==> config.mk <==
export PLATFORM = sky130hd
export DESIGN_NAME = demux_regbank
export DESIGN_NICKNAME = d
export VERILOG_FILES = /design/src/rtl/demux_regbank.sv
export SDC_FILE = /design/constraint.sdc
export NUM_CORES = 1
export LEC_CHECK = 0
export BUFFER_PORTS_ARGS = -buffer_cell sky130_fd_sc_hd__buf_2
export CELL_PAD_IN_SITES_DETAIL_PLACEMENT = 1
export CELL_PAD_IN_SITES_GLOBAL_PLACEMENT = 1
export CORE_MARGIN = 10
export CORE_UTILIZATION = 40
export DETAILED_ROUTE_END_ITERATION = 10
export PLACE_DENSITY_LB_ADDON = 0.1
export SETUP_SLACK_MARGIN = 0.15
export SYNTH_ARGS = -nofsm -noshare
export SYNTH_HDL_FRONTEND = slang
export SYNTH_SLANG_ARGS = --single-unit
==> constraint.sdc <==
create_clock -name clk -period 4 [get_ports clk]
set_input_delay 0.4 -clock clk [delete_from_list [all_inputs] [get_ports clk]]
set_output_delay 0.4 -clock clk [all_outputs]
set_load 0.01 [all_outputs]
==> src/rtl/demux_regbank.sv <==
// Write demultiplexer into a bank of N_CH registers with valid/ready handshake,
// auto-increment bursts with wrap, per-channel clear and a clear-all sweep.
module demux_regbank #(
  parameter int unsigned DATA_W = 8,
  parameter int unsigned N_CH   = 10,
  parameter int unsigned SEL_W  = 4
) (
  input  logic                     clk,
  input  logic                     reset,
  input  logic                     wr_valid,
  output logic                     wr_ready,
  input  logic [DATA_W-1:0]        wr_data,
  input  logic [SEL_W-1:0]         wr_sel,
  input  logic                     burst_start,
  input  logic [SEL_W-1:0]         burst_len,
  input  logic [N_CH-1:0]          clr_ch,
  input  logic                     clr_all,
  output logic [N_CH*DATA_W-1:0]   regs,
  output logic [N_CH-1:0]          ch_valid,
  output logic                     burst_busy,
  output logic                     sel_err
);

  typedef enum logic [1:0] {StIdle, StBurst, StSweep} state_e;

  // One extra bit so N_CH == 2^SEL_W still compares correctly.
  localparam logic [SEL_W:0]   NChW   = (SEL_W + 1)'(N_CH);
  localparam logic [SEL_W-1:0] LastCh = SEL_W'(N_CH - 1);
  localparam logic [SEL_W-1:0] One    = SEL_W'(1);

  state_e                        state_q;
  logic [N_CH-1:0][DATA_W-1:0]   regs_q;
  logic [N_CH-1:0]               valid_q;
  logic [SEL_W-1:0]              ptr_q;
  logic [SEL_W-1:0]              cnt_q;
  logic [SEL_W-1:0]              sc_q;
  logic                          err_q;
  logic                          sel_ok;
  logic                          accept;

  assign sel_ok = {1'b0, wr_sel} < NChW;

  always_comb begin
    wr_ready = 1'b0;
    if (!reset) begin
      case (state_q)
        StIdle:  wr_ready = !(burst_start || clr_all);
        StBurst: wr_ready = !clr_all;
        default: wr_ready = 1'b0;
      endcase
    end
  end

  assign accept = wr_valid && wr_ready;

  always_ff @(posedge clk) begin
    if (reset) begin
      state_q <= StIdle;
      regs_q  <= '0;
      valid_q <= '0;
      ptr_q   <= '0;
      cnt_q   <= '0;
      sc_q    <= '0;
      err_q   <= 1'b0;
    end else begin
      err_q <= 1'b0;
      case (state_q)
        StIdle: begin
          if (clr_all) begin
            state_q <= StSweep;
            sc_q    <= '0;
          end else if (burst_start) begin
            if (sel_ok && (burst_len != '0)) begin
              state_q <= StBurst;
              ptr_q   <= wr_sel;
              cnt_q   <= burst_len;
            end else begin
              err_q <= 1'b1;
            end
          end else if (accept) begin
            if (sel_ok) begin
              regs_q[wr_sel]  <= wr_data;
              valid_q[wr_sel] <= 1'b1;
            end else begin
              err_q <= 1'b1;
            end
          end
        end
        StBurst: begin
          if (clr_all) begin
            state_q <= StSweep;
            sc_q    <= '0;
          end else if (accept) begin
            regs_q[ptr_q]  <= wr_data;
            valid_q[ptr_q] <= 1'b1;
            ptr_q          <= (ptr_q == LastCh) ? '0 : ptr_q + One;
            cnt_q          <= cnt_q - One;
            if (cnt_q == One) state_q <= StIdle;
          end
        end
        StSweep: begin
          regs_q[sc_q]  <= '0;
          valid_q[sc_q] <= 1'b0;
          if (sc_q == LastCh) state_q <= StIdle;
          else                sc_q    <= sc_q + One;
        end
        default: state_q <= StIdle;
      endcase
      // Later assignments win, so a clear beats a same-edge write.
      for (int k = 0; k < N_CH; k++) begin
        if (clr_ch[k]) begin
          regs_q[k]  <= '0;
          valid_q[k] <= 1'b0;
        end
      end
    end
  end

  assign regs       = regs_q;
  assign ch_valid   = valid_q;
  assign burst_busy = (state_q == StBurst);
  assign sel_err    = err_q;

endmodule

==> out/summary.md <==
The flow ran to the end, and the final reports show no timing, DRC or antenna violations. IR analysis of the VDD net gives a maximum drop of 0.206 mV. Measured against its own limit, the worst slew margin works out to 26.7%.

The smallest clock period supported by the final layout is computed as 2940 ps. The run gives 12.8 mm as the final HPWL from detailed placement. The number of synthesized register bits was 105; the peak fanout along the critical path was 15.

Once the floorplan was initialized, standard cells occupied 41.0% of the core. Once detail routing completed, the nets flagged for antenna violations numbered 0. Post-CTS repair changed the size of 0 cells. The average vias per placed instance came out at 6.13.

The buffer depth of the longest clock path was 2. For the global router's overall resource usage, the log shows 20.6%. Fraction of final layout cells with drive strength greater than 1: 26.0%. The tools report the reg-to-reg startpoint as state_q[0]. After detailed routing, the number of remaining DRC violations is 0. The layout has 1335 filler cells. The number of endpoints with negative hold slack in the final report was 0.

Summed negative setup slack over all endpoints: 0 ps. The standard cell core area was 0.0115 mm^2; the initial antenna violation count was 0. The transition time of the tightest slew-check pin works out to 1090 ps.

The slowest stage of the critical path belongs to the cell sky130_fd_sc_hd__a21boi_0. The tools report the hold path startpoint as burst_start. The vertical extent of the die works out to 128 um. For the post-CTS setup buffer count, the log shows 0. CTS built an H-tree with a depth of 3.

The number of nets in the synthesized netlist is 528. Detailed routing inserted a total of 4533 vias. The mean area per synthesized cell was 9.65 um^2. Measured along the x axis, the die boundary spans 128 um. Traced cell by cell, the critical path runs through inv_1, ha_1, nor3_1, nand2_1, a21boi_0, a32o_1. The dominant synthesized flop cell is sky130_fd_sc_hd__dfxtp_1. The maximum clock rate came out at 340 MHz.

The clock input transition at the sequential cells of the worst setup and hold paths is 70 ps. The number of hold-repair buffers added at the cts stage was 0; the share of the clock period used by the worst path was 73.5%. After synthesis the cells add up to 0.00470 mm^2. In the final design database the tool counted 633 nets. Yosys attributes the largest share of cell area to sky130_fd_sc_hd__dfxtp_1, sky130_fd_sc_hd__a32o_1, sky130_fd_sc_hd__ha_1. The tree is rooted in a sky130_fd_sc_hd__clkbuf_16. For the worst-skew pair, the clock arrives at the later sink with an insertion delay of 350 ps. Routed length per instance: 23.4 um. The worst setup path is captured at a flip-flop. OpenSTA, run right after detailed placement, puts the worst setup slack at 1150 ps. The die covers 0.0165 mm^2. The run gives 39 as the number of placement rows. The detailed-router iteration count before antenna repair was 4.

Summed over all instances, the cell type with the most area after synthesis is sky130_fd_sc_hd__dfxtp_1. The overall overflow remaining after global route was 0. Summing the sequential cell areas from Yosys gives 44.7% of the chip area. Setup repair after global routing left no endpoint under its margin. Summed over its instances, the top area cell type makes up 44.7% of the synthesized netlist area. The first-pass GRT wire length is 27.2 mm. The number of clock buffers added by TritonCTS is 9. Category of the most critical setup path: reg -> reg. The required time of the worst setup path is 4290 ps. The number of top-level pins was 124; the number of clock sinks was 105. The worst setup path is launched from a flip-flop. The count of port buffers added during placement works out to 123. The startpoint of the most critical setup path is state_q[0]. The worst path meets setup with 1060 ps of slack.

The netlist uses 49 different library cells. The via count of the first global-routing pass is 4672, and the number of enable flip-flop cells after synthesis is 0. The kind of cell with the highest combined delay along the critical path is compound AO/OA/AOI/OAI gates. In this run the worst hold path is classified as in -> reg. The number of buffers and inverters on the critical path is 1, and the number of DRC violations after detailed-routing iteration 0 is 390. The endpoint arrival time on the critical path is 3230 ps, and the total power divided by cell area is 441 mW/mm^2. Total power for the finished layout comes to 2.54 mW. The most common cell after layout, fill and taps aside was sky130_fd_sc_hd__buf_2.

Across the run, the number of max-cap violations was 0. After technology mapping, the gate count stands at 487. The static leakage was 2.38 nW. The run gives 41 as the maximum number of pins on one net before global-route repair.

TritonCTS built the clock tree. The number of antenna diodes in the final layout is 0. The area overhead of the layout relative to synthesis came out at 22.4%. For the total setup violations reported at the end of the flow, the log shows 0. In the layout the commonest cells are sky130_fd_sc_hd__buf_2, sky130_fd_sc_hd__dfxtp_1, sky130_fd_sc_hd__a32o_1, sky130_fd_sc_hd__nor2_1, sky130_fd_sc_hd__a21oi_1.

Counting flops with an async set or reset pin after synthesis yields a share of 0%. For this run, the slowest stage of the critical path takes 860 ps. On the final layout, the worst clock skew is 6.67 ps. Wires add up to 17.3 mm. The congestion estimate from routability-driven global placement came to 0.887. Number of slew-limit violations in the final report: 0.

The tools report the number of warning messages in the yosys log as 0.
synthesized netlist by cell type (11+ instances only):
master	instances
sky130_fd_sc_hd__dfxtp_1	105
sky130_fd_sc_hd__a32o_1	91
sky130_fd_sc_hd__nor2_1	33
sky130_fd_sc_hd__clkbuf_1	22
sky130_fd_sc_hd__a21oi_1	21
sky130_fd_sc_hd__nor3_1	19
sky130_fd_sc_hd__nand2_1	17
sky130_fd_sc_hd__o21ai_0	15
sky130_fd_sc_hd__inv_1	11
sky130_fd_sc_hd__nand2b_1	11
sky130_fd_sc_hd__nand4_1	11
through the flow:
step	hold WS [ps]	utilization [%]	instances	cell area (um^2)
after floorplan	445	-	487	4700
after global placement	443	47.4	724	5440
after detailed placement	449	47.4	724	5440
after CTS	326	50.2	739	5750
after global routing	369	50.2	739	5750
final	331	50.2	739	5750
power by group:
group	internal [mW]	switching (mW)	leakage [nW]	total [mW]
Sequential	1.06	0.0264	0.847	1.09
Combinational	0.151	0.342	1.39	0.493
Clock	0.552	0.402	0.151	0.954
Total	1.77	0.770	2.38	2.54
layer usage:
layer,GRT usage [%],part of all wire (%)
met2,33.9,49
met5,0,0
met3,4.11,4.6
met1,26.4,45
met4,6.36,1.6
worst min-delay path: cells and delay by family:
family | cells | cell delay, ps
buffers and inverters | 1 | 120
and+or+nand+nor | 1 | 60
AOI/OAI and AO/OA | 1 | 60
final cells by class:
class	instances	area [um^2]	share of cell area, %
well taps	143	179	3.11
flip-flops and latches	105	2100	36.5
clock inverters	5	87.6	1.52
inverters	12	45.0	0.783
clock buffers	10	229	3.98
multi-input cells	329	2390	41.6
repair buffers	135	718	12.5
path summary, 6_finish.rpt:
path          endpoint  slack (ps)  cells after the start
min reg2reg  flip-flop         460                      1
min            sel_err         330                      3
max          flip-flop        1060                      6
max reg2reg  flip-flop        1060                      6
kinds of logic after synthesis:
group / Yosys count / share of synthesized area, %
simple gates: 134 / 15.1
compound gates: 181 / 32.1
fa+ha+maj: 10 / 2.66
flops: 105 / 44.7
buf+inv: 53 / 4.58
xor+xnor: 3 / 0.559
mux: 1 / 0.213
Power figures use the tool's default switching activity.
